File: config.mk
export PLATFORM = sky130hd
export DESIGN_NAME = rcvr_fifo
export DESIGN_NICKNAME = d
export VERILOG_FILES = /design/src/rtl/rcvr_fifo.sv
export SDC_FILE = /design/constraint.sdc
export NUM_CORES = 1
export LEC_CHECK = 0
export ABC_AREA = 0
export BUFFER_PORTS_ARGS = -buffer_cell sky130_fd_sc_hd__buf_2
export CORE_ASPECT_RATIO = 0.5
export CORE_MARGIN = 2
export CORE_UTILIZATION = 65
export DETAILED_ROUTE_END_ITERATION = 12
export PLACE_DENSITY = 0.84
export RECOVER_POWER = 50
export SYNTH_ARGS = -nofsm -noshare
export SYNTH_HDL_FRONTEND = slang
export SYNTH_SLANG_ARGS = --single-unit
export TNS_END_PERCENT = 5
File: constraint.sdc
create_clock -name clock -period 8 [get_ports clock]
set_clock_uncertainty 0.2 [all_clocks]
set_input_delay 1.6 -clock clock [delete_from_list [all_inputs] [get_ports clock]]
set_output_delay 1.6 -clock clock [all_outputs]
set_load 0.005 [all_outputs]
File: src/rtl/rcvr_fifo.sv
// Serial frame receiver: hunts for a MATCH header, captures a DATA_W body MSB-first and
// queues words in a first-word-fall-through FIFO. Define RCVR_PARITY_EN for a trailing even-parity bit.
module rcvr_fifo #(
    parameter int                HEAD_W     = 8,
    parameter logic [HEAD_W-1:0] MATCH      = 8'hA5,
    parameter int                DATA_W     = 8,
    parameter int                FIFO_DEPTH = 4
) (
    input  logic                          clock,
    input  logic                          reset,
    input  logic                          data_in,
    input  logic                          reading,
    output logic                          ready,
    output logic                          overrun,
    output logic [DATA_W-1:0]             data_out,
    output logic [$clog2(FIFO_DEPTH):0]   level,
    output logic                          parity_err
);

    localparam int AW = $clog2(FIFO_DEPTH);
    localparam int LW = AW + 1;
    localparam int CW = $clog2(DATA_W);

    typedef enum logic [1:0] {
        HUNT   = 2'd0,
        BODY   = 2'd1,
        PARITY = 2'd2
    } state_t;

    state_t              state_q, state_d;
    logic [HEAD_W-2:0]   head_q, head_d;
    logic [HEAD_W-1:0]   head_cat_s;
    logic [CW-1:0]       cnt_q, cnt_d;
    logic [DATA_W-1:0]   body_q, body_d;
    logic                push_s;
    logic [DATA_W-1:0]   push_word_s;

    logic [DATA_W-1:0]   mem_q [FIFO_DEPTH];
    logic [DATA_W-1:0]   mem_d [FIFO_DEPTH];
    logic [AW-1:0]       wr_q, wr_d, rd_q, rd_d;
    logic [LW-1:0]       level_q, level_d;
    logic                ready_q, ready_d;
    logic                overrun_q, overrun_d;
    logic [DATA_W-1:0]   data_out_q, data_out_d;
    logic                pop_s, full_s, accept_s, drop_s;

`ifdef RCVR_PARITY_EN
    logic                parity_fail_s;
    logic                perr_q;
`endif

    // Frame FSM: header hunt, body shift and optional parity check.
    always_comb begin
        state_d     = state_q;
        head_d      = head_q;
        cnt_d       = cnt_q;
        body_d      = body_q;
        push_s      = 1'b0;
        push_word_s = body_q;
        head_cat_s  = {head_q, data_in};
`ifdef RCVR_PARITY_EN
        parity_fail_s = 1'b0;
`endif
        case (state_q)
            HUNT: begin
                if (head_cat_s == MATCH) begin
                    state_d = BODY;
                    head_d  = {(HEAD_W-1){1'b0}};
                    cnt_d   = {CW{1'b0}};
                end else begin
                    head_d  = head_cat_s[HEAD_W-2:0];
                end
            end
            BODY: begin
                head_d = {(HEAD_W-1){1'b0}};
                body_d = {body_q[DATA_W-2:0], data_in};
                if (cnt_q == CW'(DATA_W-1)) begin
                    cnt_d = {CW{1'b0}};
`ifdef RCVR_PARITY_EN
                    state_d = PARITY;
`else
                    state_d     = HUNT;
                    push_s      = 1'b1;
                    push_word_s = body_d;
`endif
                end else begin
                    cnt_d = cnt_q + CW'(1'b1);
                end
            end
`ifdef RCVR_PARITY_EN
            PARITY: begin
                state_d = HUNT;
                head_d  = {(HEAD_W-1){1'b0}};
                if (((^body_q) ^ data_in) == 1'b1) begin
                    parity_fail_s = 1'b1;
                end else begin
                    push_s = 1'b1;
                end
            end
`endif
            default: begin
                state_d = HUNT;
                head_d  = {(HEAD_W-1){1'b0}};
                cnt_d   = {CW{1'b0}};
            end
        endcase
    end

    // FIFO bookkeeping; a pop frees the slot a same-edge push needs when full.
    always_comb begin
        mem_d     = mem_q;
        wr_d      = wr_q;
        rd_d      = rd_q;
        level_d   = level_q;
        overrun_d = overrun_q;
        pop_s     = reading & (level_q != {LW{1'b0}});
        full_s    = (level_q == LW'(FIFO_DEPTH));
        accept_s  = push_s & (~full_s | pop_s);
        drop_s    = push_s & full_s & ~pop_s;
        if (accept_s) begin
            mem_d[wr_q] = push_word_s;
            wr_d        = wr_q + AW'(1'b1);
        end else begin
            wr_d        = wr_q;
        end
        if (pop_s) begin
            rd_d = rd_q + AW'(1'b1);
        end else begin
            rd_d = rd_q;
        end
        case ({accept_s, pop_s})
            2'b10:   level_d = level_q + LW'(1'b1);
            2'b01:   level_d = level_q - LW'(1'b1);
            default: level_d = level_q;
        endcase
        if (reading) begin
            overrun_d = 1'b0;
        end else if (drop_s) begin
            overrun_d = 1'b1;
        end else begin
            overrun_d = overrun_q;
        end
        ready_d    = (level_d != {LW{1'b0}});
        data_out_d = mem_d[rd_d];
    end

    // State and datapath registers.
    always_ff @(posedge clock or negedge reset) begin
        if (!reset) begin
            state_q    <= HUNT;
            head_q     <= {(HEAD_W-1){1'b0}};
            cnt_q      <= {CW{1'b0}};
            body_q     <= {DATA_W{1'b0}};
            mem_q      <= '{default: {DATA_W{1'b0}}};
            wr_q       <= {AW{1'b0}};
            rd_q       <= {AW{1'b0}};
            level_q    <= {LW{1'b0}};
            ready_q    <= 1'b0;
            overrun_q  <= 1'b0;
            data_out_q <= {DATA_W{1'b0}};
        end else begin
            state_q    <= state_d;
            head_q     <= head_d;
            cnt_q      <= cnt_d;
            body_q     <= body_d;
            mem_q      <= mem_d;
            wr_q       <= wr_d;
            rd_q       <= rd_d;
            level_q    <= level_d;
            ready_q    <= ready_d;
            overrun_q  <= overrun_d;
            data_out_q <= data_out_d;
        end
    end

`ifdef RCVR_PARITY_EN
    // One-cycle pulse for a frame discarded on parity failure.
    always_ff @(posedge clock or negedge reset) begin
        if (!reset) begin
            perr_q <= 1'b0;
        end else begin
            perr_q <= parity_fail_s;
        end
    end
    assign parity_err = perr_q;
`else
    assign parity_err = 1'b0;
`endif

    assign ready    = ready_q;
    assign overrun  = overrun_q;
    assign data_out = data_out_q;
    assign level    = level_q;

endmodule

== After elaboration in Yosys (flattened, before gate mapping) ==
Cells that the tools add are included.

* Flip-flop bits (word level): 69
* Bits of input ports: 4
* Output and inout bits: 14

* $add $sub $neg: 5
* Magnitude comparators: 3
* Eq/ne operators: 8
* Multiplexer cells: 23
* Bitwise logic cells: 9
* Reductions and logical operators: 6

{| class="wikitable"
|+ Operators with widths
! operator !! number
|-
| $mux 8 || 5
|-
| $bwmux 32 || 1
|-
| $mux 32 || 1
|-
| $bmux 8 s2 || 1
|-
| $demux 8 s2 || 1
|-
| $mux 7 || 2
|-
| $pmux 3 s2 || 2
|-
| $eq 8x8->1 const B || 1
|-
| $add 3x1->3 const B || 2
|-
| $eq 3x3->1 const B || 2
|-
| $ge 3x3->1 const B || 2
|-
| $mux 2 || 3
|-
| $mux 3 || 2
|-
| $not 2->3 || 2
|-
| $reduce_bool 3->1 || 2
|-
| $add 2x1->2 const B || 2
|-
| $and 1x1->1 || 4
|-
| $eq 2x1->1 const B || 2
|-
| $mux 1 || 4
|-
| $ne 2x2->1 const B || 2
|-
| $pmux 2 s2 || 1
|-
| $lt 3x1->1 const B || 1
|-
| $sub 3x1->3 const B || 1
|-
| $eq 2x2->1 const B || 1
|-
| 6 further kinds || 7
|}

== Logic depth before layout (Yosys ltp) ==
Gate-level depths: netlist of the first run.

* Depth in word-level cells: 10
* Mapped depth: 13

== Worst setup path before layout of the first run ==
OpenSTA, ideal clock, no wires.

* Path type: input-to-reg
* Start point: input port reading
* End point: register ready_q (netlist: ready)
* Data arrival time: 3650 ps
* Required time: 7669 ps
* Setup slack: 4018 ps
* Cell stages on the path: 11
* Path through: or4b_1 -> buf_2 -> and2_1 -> inv_1 -> ha_1 -> inv_1 -> fa_1 -> xor2_1 -> nor2_1 -> xor2_1 -> or3_1

* Word-level cells in the longest chain between the ends: 6
* Elaborated cells on any way between the ends: 7
* Classes of those cells: eq/ne (2); mux (1); bitwise (3); reduce/logical (1)

{| class="wikitable"
|+ Ends and longest elaborated chain
! item !! line !! RTL
|-
| from (decl) || 12 || <nowiki>input logic reading,</nowiki>
|-
| $and 1x1->1 (*) || 116 || <nowiki>pop_s = reading & (level_q != {LW{1'b0}});</nowiki>
|-
| $or 1x1->1 || 118 || <nowiki>accept_s = push_s & (~full_s | pop_s);</nowiki>
|-
| $and 1x1->1 || 118 ||
|-
| $eq 2x1->1 / $eq 2x2->1 (equally long branches) || 131 || <nowiki>case ({accept_s, pop_s})</nowiki>
|-
| $pmux 3 s2 (*) || 131 ||
|-
| via level_d[2] || 41 || <nowiki>logic [LW-1:0] level_q, level_d;</nowiki>
|-
| $reduce_bool 3->1 (*) || 143 || <nowiki>ready_d = (level_d != {LW{1'b0}});</nowiki>
|-
| via ready_d || 42 || <nowiki>logic ready_q, ready_d;</nowiki>
|-
| to (signal assigned) || 170 || <nowiki>ready_q <= ready_d;</nowiki>
|-
| to (decl) || 42 ||
|}

Mark *: on every way through the listed nets, which the timed path passes. The rest lies on a longest branch.
A chain may end at the register's enable or synchronous reset.

==> results of run 1 <==
==> state kept, by name (all words and copies together), names as in the netlist <==
signal    cells
body_q        7
rd_q          2
data_out      8
level         3
head_q        7
ready         1
mem_q        32
overrun       1
wr_q          2
cnt_q         3
state_q       1
==> placed cells by master (no fill, tap or decap), types with 2 or more instances in the layout <==
cell,count
and3_1,2
nor2b_1,4
xor2_1,2
inv_1,16
mux2i_1,2
clkbuf_1,5
nor2_1,4
buf_2,14
and2_1,5
a22o_1,2
ha_1,7
o211ai_1,16
xnor2_1,4
clkinv_2,3
o21ai_0,8
dfrtp_1,67
nand4_1,40
and3_4,2
o2111ai_2,2
clkbuf_8,10
o2111ai_1,14
nand2_1,9
o21a_1,32
==> per-stage QoR <==
step                hold WS, ps  util, %  power (mW)  instance area [um^2]  std cells
global route              293.5    74.14       1.108                  3343        353
CTS                       285.4    74.36       1.045                  3353        353
detailed placement        269.3    70.06      0.7727                  3159        337
finish                    280.1    74.14       1.046                  3343        353
floorplan                 244.5        -      0.6689                  3134        277
global placement          259.0    70.06      0.7459                  3159        337
==> worst register-to-register path, delay by kind of cell (launching register included) <==
kind	cells	cell delay, ps
AND/OR/NAND/NOR	4	960
XOR/XNOR	2	290
buffers and inverters	3	1300
flip-flops	1	730
adder cells (fa/ha/maj)	2	390
==> logic make-up after synthesis <==
| family | Yosys count | share of synthesized area, % |
|---|---|---|
| other cells | 1 | 0.1196 |
| mux | 2 | 0.6387 |
| fa+ha+maj | 8 | 3.433 |
| buf+inv | 41 | 7.026 |
| xor+xnor | 6 | 1.677 |
| compound gates | 80 | 19.64 |
| simple gates | 72 | 13.97 |
| flops | 67 | 53.49 |
==> path summary, 6_finish.rpt <==
path                            start           to  slack [ps]  depth (start not counted)
max in group clock            reading        ready        3560                         11
hold reg to reg             head_q[1]    head_q[2]         280                          1
min in group asynchronous       reset  data_out[2]        2310                          2
setup reg to reg           state_q[0]        ready        4020                         11
setup / recovery                reset   state_q[0]        3310                          2
hold / removal              head_q[1]    head_q[2]         280                          1
==> synth_stat cells (2+ instances only) <==
master | instances | area share, %
inv_1 | 16 | 1.9
and3_4 | 2 | 0.72
nand2_1 | 9 | 1.1
a22o_1 | 2 | 0.56
nor2_1 | 4 | 0.48
o211ai_1 | 16 | 3.8
buf_1 | 5 | 0.60
and2_1 | 5 | 1.0
mux2i_1 | 2 | 0.64
buf_2 | 2 | 0.32
buf_6 | 8 | 2.9
nand4_1 | 40 | 8.0
o21a_1 | 32 | 7.7
xnor2_1 | 4 | 1.1
nor2b_1 | 4 | 0.80
xor2_1 | 2 | 0.56
and3_1 | 2 | 0.40
dfrtp_1 | 67 | 53
clkbuf_1 | 9 | 1.1
ha_1 | 7 | 2.8
o2111ai_1 | 14 | 3.9
o2111ai_2 | 2 | 0.96
o21ai_0 | 8 | 1.3
==> cell type report <==
cell class,instances,area [um^2]
multi-input cells,169,1237
clock inverters,5,52.55
fillers,321,1166
inverters,16,60.06
repair buffers,19,92.59
well taps,66,82.58
flip-flops and latches,67,1677
clock buffers,11,141.4
==> power by group <==
| part | total, mW | internal, mW | switching [mW] | leakage, nW |
|---|---|---|---|---|
| clock | 0.275 | 0.151 | 0.124 | 0.0991 |
| sequential | 0.485 | 0.415 | 0.0705 | 0.887 |
| combinational | 0.286 | 0.103 | 0.183 | 0.493 |
==> per-layer routing <==
| metal | global-route usage, % | part of all wire [%] | vias to the layer above |
|---|---|---|---|
| met2 | 46.71 | 47 | 113 |
| met5 | 0 | 0 | - |
| li1 | - | - | 1048 |
| met4 | 7.333 | 2.3 | 0 |
| met1 | 34.00 | 42 | 1140 |
| met3 | 12.81 | 8.5 | 27 |
==> key figures, run 1 <==
Status
  • Status: complete, but fails checks
  • Failing checks: capacitance limit, slew limit

Clock tree
  • Cts bufs inserted: 9
  • # Post-CTS Setup Buffers: 0
  • Clock sinks: 67
  • Skew-Pair Late Insertion Delay: 340 ps
  • Root buffer cell: clkbuf_8
  • Hold bufs inserted after CTS: 0
  • CTS H-Tree Depth: 3
  • PostCTS Resize Cnt: 0
  • Clock buffer depth: 2
  • Clock transition at path regs: 70 ps
  • TritonCTS clock tree: yes

Timing
  • Setup_tns: 0 ps
  • Hold violation total from the final report: 0
  • Unrepaired setup endpoints after global routing: no
  • Final Setup Violations: 0
  • Tmin final: 4688 ps
  • Worst Max-Slew Pin Slew: 3476 ps
  • Fmax: 0.2133 GHz
  • Max-slew violation count: 108
  • Rel. slew slack: -131.7%
  • Final Cycle Share: 58.59%
  • Worst Setup Slack, final: 3312 ps

Power
  • Max VDD drop: 199.0 uV
  • Leakage: 1.480 nW
  • Pwr Density: 312.8 mW/mm^2

GRT
  • Initial antenna violation count: 0
  • Vias in the first global route: 2,332
  • First-pass GRT wire length: 11,030 um
  • GRT Total Usage: 28.18%
  • Largest net degree at the start of global routing: 68
  • Gr ovfl total: 0

Cells and area
  • Layout area overhead: 6.667%
  • Final net count: 294
  • Share of cells above drive strength 1: 12.20%
  • Antenna cell count: 0

Route
  • Antenna Nets Post-Route: 0
  • Routed wire length per instance: 18.63 um
  • Drt pass-1 iters: 5
  • First DRT Iteration DRCs: 180
  • Residual DRC count: 0
  • Total Wirelength: 6576 um
  • Vias per cell: 6.595
  • Vias: 2,328

Floorplan
  • IO Count: 18
  • Rows: 17
  • Starting density of the core: 69.51%
  • Die Ht: 53.10 um
  • DIE WIDTH: 102.2 um
  • Core Area: 0.004509 mm^2
  • Area of the die: 0.005427 mm^2

Logic synthesis
  • Seq/Total Area, Yosys: 53.49%
  • Avg Synthesized Cell Area: 11.32 um^2
  • Yosys warnings: 0
  • Synth cell types: 38
  • Top FF cell, synth: dfrtp_1
  • Synthesized Nets: 289
  • Cells after synthesis: 277
  • Post-synth ARST share: 100.0%
  • Post-synth EDFFs: 0
  • Syn Std Cell Area: 0.003134 mm^2
  • Synth Register Bits: 67

Worst setup path
  • Critical-path top delay cell: clkbuf_1
  • Critical path, cell by cell: buf_2 -> clkbuf_1
  • Critical setup path kind: in2async
  • CP endpoint kind: asynchronous set/reset pin
  • Crit-path max cell delay: 2430 ps
  • Delay-heaviest family, CP: buffers and inverters
  • Critical Path AT: 4150 ps
  • Required time of the critical path: 7470 ps
  • Crit path launch type: primary input
  • Crit-path max FO: 67
  • WP buf/inv: 2

Placement
  • IO buf count: 16
  • Routability Congestion: 0.7950
  • Detailed placer's ending HPWL: 4249 um
  • Dpl ws: 3249 ps

Worst hold path
  • Hold Crit Class: reg2reg

Job
  • Max_cap viols: 2
Power figures use the tool's default switching activity.
==> run 2: changes to the inputs <==
Settings changed: CORE_UTILIZATION 65 to 60, PLACE_DENSITY 0.84 to 0.79.
Clock period 8 ns to 4.5 ns, I/O delays scaled along.
==> key figures, run 2 (synthesis gave the netlist of run 1 again) <==
Worst setup path
  • Delay-heaviest family, CP: simple AND/OR/NAND/NOR gates
  • Required time of the critical path: 4510 ps (-2960 ps)
  • Critical-path top delay cell: or4b_1
  • CP endpoint kind: flip-flop
  • Crit path launch type: primary input
  • Critical setup path kind: in2reg
  • WP buf/inv: 4 (+2)
  • Crit-path max FO: 37 (-45%)
  • CP Depth: 12 (+10)
  • Crit-path max cell delay: 470 ps (-1960 ps)
  • Critical Path AT: 3370 ps (-780 ps)
  • Critical path, cell by cell: buf_2 -> or4b_1 -> buf_4 -> and2_1 -> inv_1 -> ha_1 -> inv_1 -> fa_1 -> xor2_1 -> nor2_1 -> xor2_1 -> or3_1
  • R2R cell count: 11 (unchanged)

Cells and area
  • Commonest non-fill, non-tap cell in the layout: dfrtp_1
  • Reg area: 0.001677 mm^2 (unchanged)
  • Most frequent cells in the layout: dfrtp_1, nand4_1, o21a_1
  • Layout area overhead: 6.747% (about the same)
  • Largest register FFs: 32 (unchanged)
  • Most flop-heavy register: mem_q
  • Share of cells above drive strength 1: 12.20% (unchanged)
  • FILL cells: 391 (+22%)
  • Post-route insts no fill: 357 (+1.1%)
  • Area of the multi-input gates: 0.001237 mm^2 (unchanged)
  • Final net count: 295 (+0.34%)
  • Antenna cell count: 0 (unchanged)

Clock tree
  • # Post-CTS Setup Buffers: 0 (unchanged)
  • CTS H-Tree Depth: 3 (unchanged)
  • Skew-Pair Late Insertion Delay: 340 ps (about the same)
  • PostCTS Resize Cnt: 0 (unchanged)
  • Clock sinks: 67 (unchanged)
  • TritonCTS clock tree: yes
  • Clock transition at path regs: 70 ps (about the same)
  • Root buffer cell: clkbuf_8
  • Hold bufs inserted after CTS: 0 (unchanged)
  • Cts bufs inserted: 9 (unchanged)
  • Clock buffer depth: 2 (unchanged)

Floorplan
  • Core Area: 0.004977 mm^2 (+10%)
  • DIE WIDTH: 106.2 um (+3.9%)
  • Die Ht: 55.11 um (+3.8%)
  • Rows: 18 (+1)
  • IO Count: 18 (unchanged)
  • Area of the die: 0.005853 mm^2 (+7.8%)
  • Starting density of the core: 62.97% (-6.5 points)

Timing
  • Hold Slack: 272.9 ps (-7.203 ps)
  • Setup_tns: 0 ps (unchanged)
  • Unrepaired setup endpoints after global routing: no
  • Rel. slew slack: -69.80% (+62 points)
  • Fmax: 0.2980 GHz
  • Final Setup Violations: 0 (unchanged)
  • Final Cycle Share: 74.57%
  • Max-slew violation count: 49 (-55%)
  • Worst Max-Slew Pin Slew: 2547 ps (-929.2 ps)
  • Tmin final: 3356 ps
  • Hold violation total from the final report: 0 (unchanged)

Route
  • Routed wire length per instance: 18.17 um (-2.5%)
  • Vias: 2,225 (-4.4%)
  • First DRT Iteration DRCs: 162 (-10%)
  • Drt pass-1 iters: 4 (-1)
  • Total Wirelength: 6485 um (-1.4%)
  • Vias per cell: 6.232 (-5.5%)
  • Antenna Nets Post-Route: 0 (unchanged)
  • Residual DRC count: 0 (unchanged)

GRT
  • Initial antenna violation count: 0 (unchanged)
  • First-pass GRT wire length: 10,460 um (-5.1%)
  • Largest net degree at the start of global routing: 49 (-28%)
  • Gr ovfl total: 0 (unchanged)
  • Vias in the first global route: 2,088 (-10%)
  • GRT Total Usage: 24.78% (-3.4 points)

Worst hold path
  • Hold Path Depth: 1 (unchanged)
  • Hold Crit Class: reg2reg

Status
  • Status: complete, but fails checks
  • Failing checks: capacitance limit, slew limit

Placement
  • Detailed placer's ending HPWL: 4157 um (-2.2%)
  • Routability Congestion: 0.7729 (-2.8%)
  • IO buf count: 16 (unchanged)
  • Dpl cells: 342 (+1.5%)

Power
  • Max VDD drop: 334.0 uV (+68%)
  • Pwr Density: 543.7 mW/mm^2 (+74%)
  • Leakage: 1.482 nW (+0.16%)

Job
  • Max_cap viols: 1 (-1)
run 2: path summary, 6_finish.rpt:
path                           start         to  slack [ps]
max                          reading      ready        1140
min                        head_q[4]  head_q[5]         270
max reg2reg                 level[0]      ready        1330
min reg2reg                head_q[4]  head_q[5]         270
max in group asynchronous      reset      ready        1500
min in group asynchronous      reset  mem_q[18]        1150
run 2: layout make-up:
class                   count  share of cell area [%]
inverters                  16                   1.795
flip-flops and latches     67                   50.11
clock buffers              13                   5.049
multi-input cells         169                   36.99
clock inverters             2                  0.2992
repair buffers             20                   3.141
well taps                  70                   2.618
run 2: power by group:
| part | internal [mW] | switching [mW] | total [mW] | leakage (nW) |
|---|---|---|---|---|
| Combinational | 0.185 | 0.322 | 0.507 | 0.500 |
| Sequential | 0.737 | 0.127 | 0.864 | 0.887 |
| Clock | 0.240 | 0.208 | 0.449 | 0.0953 |
run 2: metrics by stage:
step	cell area [um^2]	worst slack (ps)	total power, mW	utilization (%)
2_1_floorplan	3134	1218	1.189	-
3_3_place_gp	3172	916.8	1.331	63.73
3_5_place_dp	3172	855.7	1.369	63.73
4_1_cts	3351	1162	1.823	67.32
5_1_grt	3346	912.6	1.919	67.22
6_report	3346	1144	1.819	67.22
run 2: worst reg2reg max path: stages (launching register included):
cell and delay (ps):
dfrtp_1 430, or4b_1 540, buf_4 250, and2_1 240
inv_1 70, ha_1 170, inv_1 70, fa_1 380
xor2_1 150, nor2_1 130, xor2_1 100, or3_1 320
run 2: metal layers:
layer  track usage, %  wire length [um]  vias to the layer above
met4            9.430               145                        0
met1            32.52              2921                     1083
met3            7.611               506                       16
met5                0                 0                        -
li1                 -                 -                     1047
met2            40.06              2912                       79
